File: src/rtl/cpu3_core.sv
// cpu3_core: multicycle CPU executing 16-bit instructions from an async-read ROM.
// Format op[15:12] ra[11:9] rb[8:6] imm6[5:0]; 8-entry register file (r0 reads 0);
// data memory reached through a req/ack handshake.
// Optional feature macro: CPU3_HALT_EN (opcode F becomes HALT; otherwise F is a NOP).
module cpu3_core #(
   parameter int DW  = 8,
   parameter int PCW = 6,
   parameter int AW  = 6
) (
   input  logic           clk,
   input  logic           rst,
   output logic [PCW-1:0] imem_addr,
   input  logic [15:0]    imem_data,
   output logic           dmem_req,
   output logic           dmem_we,
   output logic [AW-1:0]  dmem_addr,
   output logic [DW-1:0]  dmem_wdata,
   input  logic [DW-1:0]  dmem_rdata,
   input  logic           dmem_ack,
   output logic [PCW-1:0] pc,
   output logic           retire,
   output logic           halted
);

   typedef enum logic [2:0] {
      S_FETCH, S_DECODE, S_EXEC, S_MEM, S_WB, S_HALT
   } state_t;

   localparam logic [3:0] OP_ADD  = 4'h1;
   localparam logic [3:0] OP_SUB  = 4'h2;
   localparam logic [3:0] OP_AND  = 4'h3;
   localparam logic [3:0] OP_OR   = 4'h4;
   localparam logic [3:0] OP_ADDI = 4'h5;
   localparam logic [3:0] OP_LD   = 4'h6;
   localparam logic [3:0] OP_ST   = 4'h7;
   localparam logic [3:0] OP_BEQ  = 4'h8;
   localparam logic [3:0] OP_BLT  = 4'h9;
   localparam logic [3:0] OP_JMP  = 4'hA;
`ifdef CPU3_HALT_EN
   localparam logic [3:0] OP_HALT = 4'hF;
`endif

   state_t               state;
   logic [15:0]          ir;
   logic [DW-1:0]        regs [0:7];
   logic signed [DW-1:0] a_q;
   logic signed [DW-1:0] b_q;
   logic signed [DW-1:0] res_q;
   logic signed [DW-1:0] alu;
   logic [3:0]           op;
   logic [2:0]           ra;
   logic [2:0]           rb;
   logic [5:0]           imm6;
   logic [PCW-1:0]       pc_inc;
   logic [PCW-1:0]       br_tgt;
   logic [PCW-1:0]       jmp_tgt;
   logic                 taken;

   // Sign-extend a 6-bit immediate to the datapath width.
   function automatic logic signed [DW-1:0] sx_dw(input logic [5:0] v);
      logic signed [5:0] s;
      s = v;
      return DW'(s);
   endfunction

   // Sign-extend a 6-bit immediate to the program counter width.
   function automatic logic [PCW-1:0] sx_pc(input logic [5:0] v);
      logic signed [5:0] s;
      s = v;
      return PCW'(s);
   endfunction

   assign op        = ir[15:12];
   assign ra        = ir[11:9];
   assign rb        = ir[8:6];
   assign imm6      = ir[5:0];
   assign imem_addr = pc;
   assign pc_inc    = pc + PCW'(1);
   assign br_tgt    = pc_inc + sx_pc(imm6);
   // JMP takes the zero-extended low bits of the 12-bit ra/rb/imm field.
   assign jmp_tgt   = PCW'(ir[11:0]);
   assign taken     = ((op == OP_BEQ) && (a_q == b_q)) || ((op == OP_BLT) && (a_q < b_q));

   // ALU result, or effective address for loads and stores.
   always_comb begin
      alu = a_q + b_q;
      case (op)
         OP_SUB:        alu = a_q - b_q;
         OP_AND:        alu = a_q & b_q;
         OP_OR:         alu = a_q | b_q;
         OP_ADDI:       alu = a_q + sx_dw(imm6);
         OP_LD, OP_ST:  alu = b_q + sx_dw(imm6);
         default:       alu = a_q + b_q;
      endcase
   end

   // Retire marks the last cycle of an instruction, i.e. the cycle that leaves for FETCH (or HALT).
   always_comb begin
      retire = 1'b0;
      if (!rst) begin
         case (state)
            S_EXEC:  retire = !(op inside {OP_ADD, OP_SUB, OP_AND, OP_OR, OP_ADDI, OP_LD, OP_ST});
            S_MEM:   retire = dmem_ack && (op == OP_ST);
            S_WB:    retire = 1'b1;
            default: retire = 1'b0;
         endcase
      end
   end

   // Main control FSM: sequencing, pc update and the registered memory interface.
   always_ff @(posedge clk) begin
      if (rst) begin
         state      <= S_FETCH;
         pc         <= '0;
         ir         <= '0;
         dmem_req   <= 1'b0;
         dmem_we    <= 1'b0;
         dmem_addr  <= '0;
         dmem_wdata <= '0;
`ifdef CPU3_HALT_EN
         halted     <= 1'b0;
`endif
      end else begin
         case (state)
            S_FETCH: begin
               ir    <= imem_data;
               state <= S_DECODE;
            end
            S_DECODE: state <= S_EXEC;
            S_EXEC: begin
               case (op)
                  OP_ADD, OP_SUB, OP_AND, OP_OR, OP_ADDI: state <= S_WB;
                  OP_LD, OP_ST: begin
                     dmem_req   <= 1'b1;
                     dmem_we    <= (op == OP_ST);
                     dmem_addr  <= AW'(alu);
                     dmem_wdata <= a_q;
                     state      <= S_MEM;
                  end
                  OP_BEQ, OP_BLT: begin
                     pc    <= taken ? br_tgt : pc_inc;
                     state <= S_FETCH;
                  end
                  OP_JMP: begin
                     pc    <= jmp_tgt;
                     state <= S_FETCH;
                  end
`ifdef CPU3_HALT_EN
                  OP_HALT: begin
                     halted <= 1'b1;
                     state  <= S_HALT;
                  end
`endif
                  default: begin
                     pc    <= pc_inc;
                     state <= S_FETCH;
                  end
               endcase
            end
            S_MEM: begin
               if (dmem_ack) begin
                  dmem_req <= 1'b0;
                  dmem_we  <= 1'b0;
                  if (op == OP_ST) begin
                     pc    <= pc_inc;
                     state <= S_FETCH;
                  end else begin
                     state <= S_WB;
                  end
               end
            end
            S_WB: begin
               pc    <= pc_inc;
               state <= S_FETCH;
            end
            S_HALT:  state <= S_HALT;
            default: state <= S_FETCH;
         endcase
      end
   end

`ifndef CPU3_HALT_EN
   assign halted = 1'b0;
`endif

   // Operand latches and result register; pure datapath, no reset needed.
   always_ff @(posedge clk) begin
      if (state == S_DECODE) begin
         a_q <= (ra == 3'd0) ? '0 : regs[ra];
         b_q <= (rb == 3'd0) ? '0 : regs[rb];
      end
      if (state == S_EXEC) begin
         res_q <= alu;
      end else if ((state == S_MEM) && dmem_ack) begin
         res_q <= dmem_rdata;
      end
   end

   // Register file write port; r0 is never written so it always reads zero.
   always_ff @(posedge clk) begin
      if (rst) begin
         for (int i = 0; i < 8; i++) regs[i] <= '0;
      end else if ((state == S_WB) && (ra != 3'd0)) begin
         regs[ra] <= res_q;
      end
   end

endmodule
File: config.mk
export PLATFORM = sky130hd
export DESIGN_NAME = cpu3_core
export DESIGN_NICKNAME = d
export VERILOG_FILES = /design/src/rtl/cpu3_core.sv
export SDC_FILE = /design/constraint.sdc
export NUM_CORES = 1
export LEC_CHECK = 0
export CAP_MARGIN = 20
export CORE_MARGIN = 2
export CORE_UTILIZATION = 27
export DETAILED_ROUTE_END_ITERATION = 12
export GPL_ROUTABILITY_DRIVEN = 0
export PLACE_DENSITY = 0.45
export SLEW_MARGIN = 20
export SYNTH_ARGS = -nofsm -noshare
export SYNTH_HDL_FRONTEND = slang
export SYNTH_SLANG_ARGS = --single-unit
File: constraint.sdc
create_clock -name clk -period 5.7 [get_ports clk]
set_clock_uncertainty 0.1 [all_clocks]
set_input_delay 0.57 -clock clk [delete_from_list [all_inputs] [get_ports clk]]
set_output_delay 0.57 -clock clk [all_outputs]
set_load 0.05 [all_outputs]
==> key figures <==
Outcome
  – Status: finished clean

STA
  – Hold Vio Cnt, Final: 0
  – Unrepaired setup endpoints after global routing: no
  – Final hold slack: 0.356 ns
  – Tmin final: 3.93 ns
  – Fmax: 254 MHz
  – Pins over their slew limit: 0
  – Setup TNS: 0 ns
  – Slew @ Worst Pin: 1.08 ns
  – Setup WS post-layout: 1.77 ns
  – Setup Viol. Count Final: 0
  – Worst slew margin: 27.6%
  – Final period utilization: 69.0%

Global route
  – Most used routing layer: met2
  – Initial antenna violation count: 1
  – Met2 usage: 26.0%
  – First-pass GRT wire length: 36,700 um
  – Vias in the first global route: 6,014
  – Met1 Usage GRT: 21.0%
  – Gr ovfl total: 0
  – Met3 usage: 3.00%
  – Largest net degree at the start of global routing: 50
  – Gr usage total: 15.8%

Pwr
  – PD cells: 316 mW/mm^2
  – Flop pwr share: 37.1%
  – VDD IR-drop max: 0.000168 V
  – Int Power: 1970 uW
  – Switching power: 989 uW
  – P_leak: 0.00352 uW
  – Switching share of power: 33.4%
  – Comb power frac: 22.8%
  – Part of the power in the clock network: 40.1%

Clock tree
  – Clock root buffer: clkbuf_16
  – CTS tree: done
  – Inserted Clock Buffers: 17
  – H-tree Lvls: 4
  – Worst-path clk slew: 0.06 ns
  – Insertion delay of the later-clocked pin in the worst-skew pair: 0.43 ns
  – Post-CTS Hold Buffers: 0
  – Clk sinks: 122
  – Cts repair resizes: 0
  – Post CTS Setup Buffer Count: 0
  – Clk buf depth: 2

Setup path
  – Critical path data arrival time: 3.26 ns
  – Crit. End Element: primary output
  – WP buf/inv: 1
  – Kind of critical path: reg -> out
  – Worst-path fanout max: 20
  – Reg2reg setup slack: 2.03 ns
  – Delay of the slowest critical-path stage: 0.83 ns
  – Worst path slowest cell: clkdlybuf4s50_1
  – CP Data Required Time: 5.03 ns
  – Worst setup SP type: register
  – Worst path cell trace: nand2b_1 > o41ai_4 > a21oi_2 > nor2_1 > clkdlybuf4s50_1
  – Crit path max-delay family: buffers and inverters

Yosys
  – Compound-gate portion of the synthesized area: 17.8%
  – Cells after Synth: 822
  – Mux cell area share after synthesis: 6.08%
  – Post-synth EDFFs: 81
  – Sequential share of the synthesized area: 41.2%
  – Largest family of logic cells by synthesized area: simple AND/OR/NAND/NOR gates
  – YS warnings: 0
  – Async set or reset register ratio after synthesis: 0%
  – Mapped cell area: 0.00790 mm^2
  – Adder and majority gate portion of the synthesized area: 7.19%
  – Avg Synthesized Cell Area: 9.61 um^2
  – XOR/XNOR Fraction of Synth Area: 1.22%
  – Post-Synth Simple-Gate Area: 21.3%
  – Count of different cell masters after synthesis: 91
  – Register bit total from synthesis: 122
  – Most used DFF post-synth: edfxtp_1

Floorplan
  – Placeable Area: 0.0288 mm^2
  – DIE HEIGHT: 175 um
  – Std-Cell Rows: 62
  – Die Wd: 175 um
  – Initial core utilization: 27.4%
  – Die area: 0.0306 mm^2
  – Io pins: 57

Cells and area
  – Commonest cells after routing, fill and taps aside: 125 x nand2_1, 81 x edfxtp_1, 62 x o21ai_0, 54 x clkdlybuf4s50_1, 49 x and2_1
  – Commonest non-fill, non-tap cell in the layout: nand2_1
  – Share of layout cells above drive strength 1: 11.4%
  – Number of diodes: 0
  – Cell Count, Final, Fillers Out: 1,251
  – Area growth from synthesis to layout: 18.7%
  – Layout Nets: 924

Routing
  – Detailed Route Iter0 Violations: 540
  – Vias/cell: 4.93
  – Vias: 6,164
  – Post-route ant nets: 0
  – TritonRoute pass-1 iters: 5
  – Avg WL per Cell: 18.9 um
  – Post-route DRC: 0
  – Routed WL: 23,600 um

Place
  – Dpl hpwl: 17,700 um
  – Inst Count DP: 1,219
  – # port buffers: 55
  – Dpl ws: 2.10 ns

Hold path
  – Worst min-delay path class: reg -> reg

Run
  – Max_cap viols: 0
metrics by stage:
step | util (%) | power, uW | cell area, um^2
final | 32.6 | 2960 | 9370
after floorplan | - | 1580 | 7900
after global routing | 32.6 | 3100 | 9370
after global placement | 30.3 | 1790 | 8730
after detailed placement | 30.4 | 1790 | 8740
after CTS | 32.6 | 2990 | 9370
logic make-up after synthesis:
family | Yosys count
buffers and inverters | 88
other | 1
AO/OA/AOI/OAI | 205
XOR/XNOR | 11
flip-flops | 122
multiplexers | 37
AND/OR/NAND/NOR | 315
adder cells (fa/ha/maj) | 43
tightest hold or removal path, cell delays in order (launching register included):
cell	delay (ns)
dfxtp_1	0.31
nand2_1	0.05
a21oi_1	0.05
state kept, by name, summed over array words and instances (netlist names):
signal,count
regs,57
dmem_addr,6
state,3
dmem_we,1
dmem_wdata,8
a_q,8
imem_addr,6
res_q,8
ir,16
b_q,8
dmem_req,1
area by class of cell:
type	instances	area [um^2]
clock inverter	15	208
tap	384	480
sequential	122	3250
multi-input combinational	613	4250
inverter	34	128
timing repair buffer	66	632
fill	2931	19400
clock buffer	17	425
worst paths after layout:
path                               startpoint             to  cells after the start
worst min register to register  dmem_wdata[4]  dmem_wdata[4]                      2
worst max-delay path                   ir[14]         retire                      5
worst max register to register         ir[14]       res_q[6]                     11
worst min-delay path            dmem_wdata[4]  dmem_wdata[4]                      2
cells in the mapped netlist, drive strengths merged (4+ instances only):
master    n  area share, %
o211ai    5           0.48
nand2b    5           0.49
fa        4            1.0
dfxtp    41             10
clkbuf   26            1.3
mux4      8            2.3
nand2   128            6.2
mux2      8            1.1
and3     10           0.79
a21oi    47            3.1
inv      34            1.6
xnor2     7           0.78
nor3b     6           0.71
ha       39            6.2
a31oi     4           0.51
or4       4           0.38
nor2     37            1.9
nand3    20            1.3
edfxtp   81             31
a211oi    9           0.86
mux2i    21            2.7
a22oi    15            1.4
nor2b     9           0.74
xor2      4           0.44
and2     49            3.9
or2       6           0.51
o31ai     6           0.63
nor4      6           0.93
buf      28            2.3
o21ai    65            4.1
nand3b    6           0.62
nor3     15            1.2
a21o      8           0.76
o41ai     4           0.87
a221oi    6           0.90
power by group through the flow:
stage	sequential, uW	combinational, uW	clock, uW
floorplan	1070	507	0
detailed placement	1120	671	0
global placement	1120	672	0
global route	1110	745	1250
CTS	1100	675	1210
finish	1100	673	1190
routing by layer:
metal | part of all wire, % | vias up
li1 | - | 3055
met1 | 46 | 2940
met2 | 48 | 136
met3 | 3.8 | 33
met4 | 2.1 | 0
met5 | 0 | -
(Power assumes the default switching activity.)
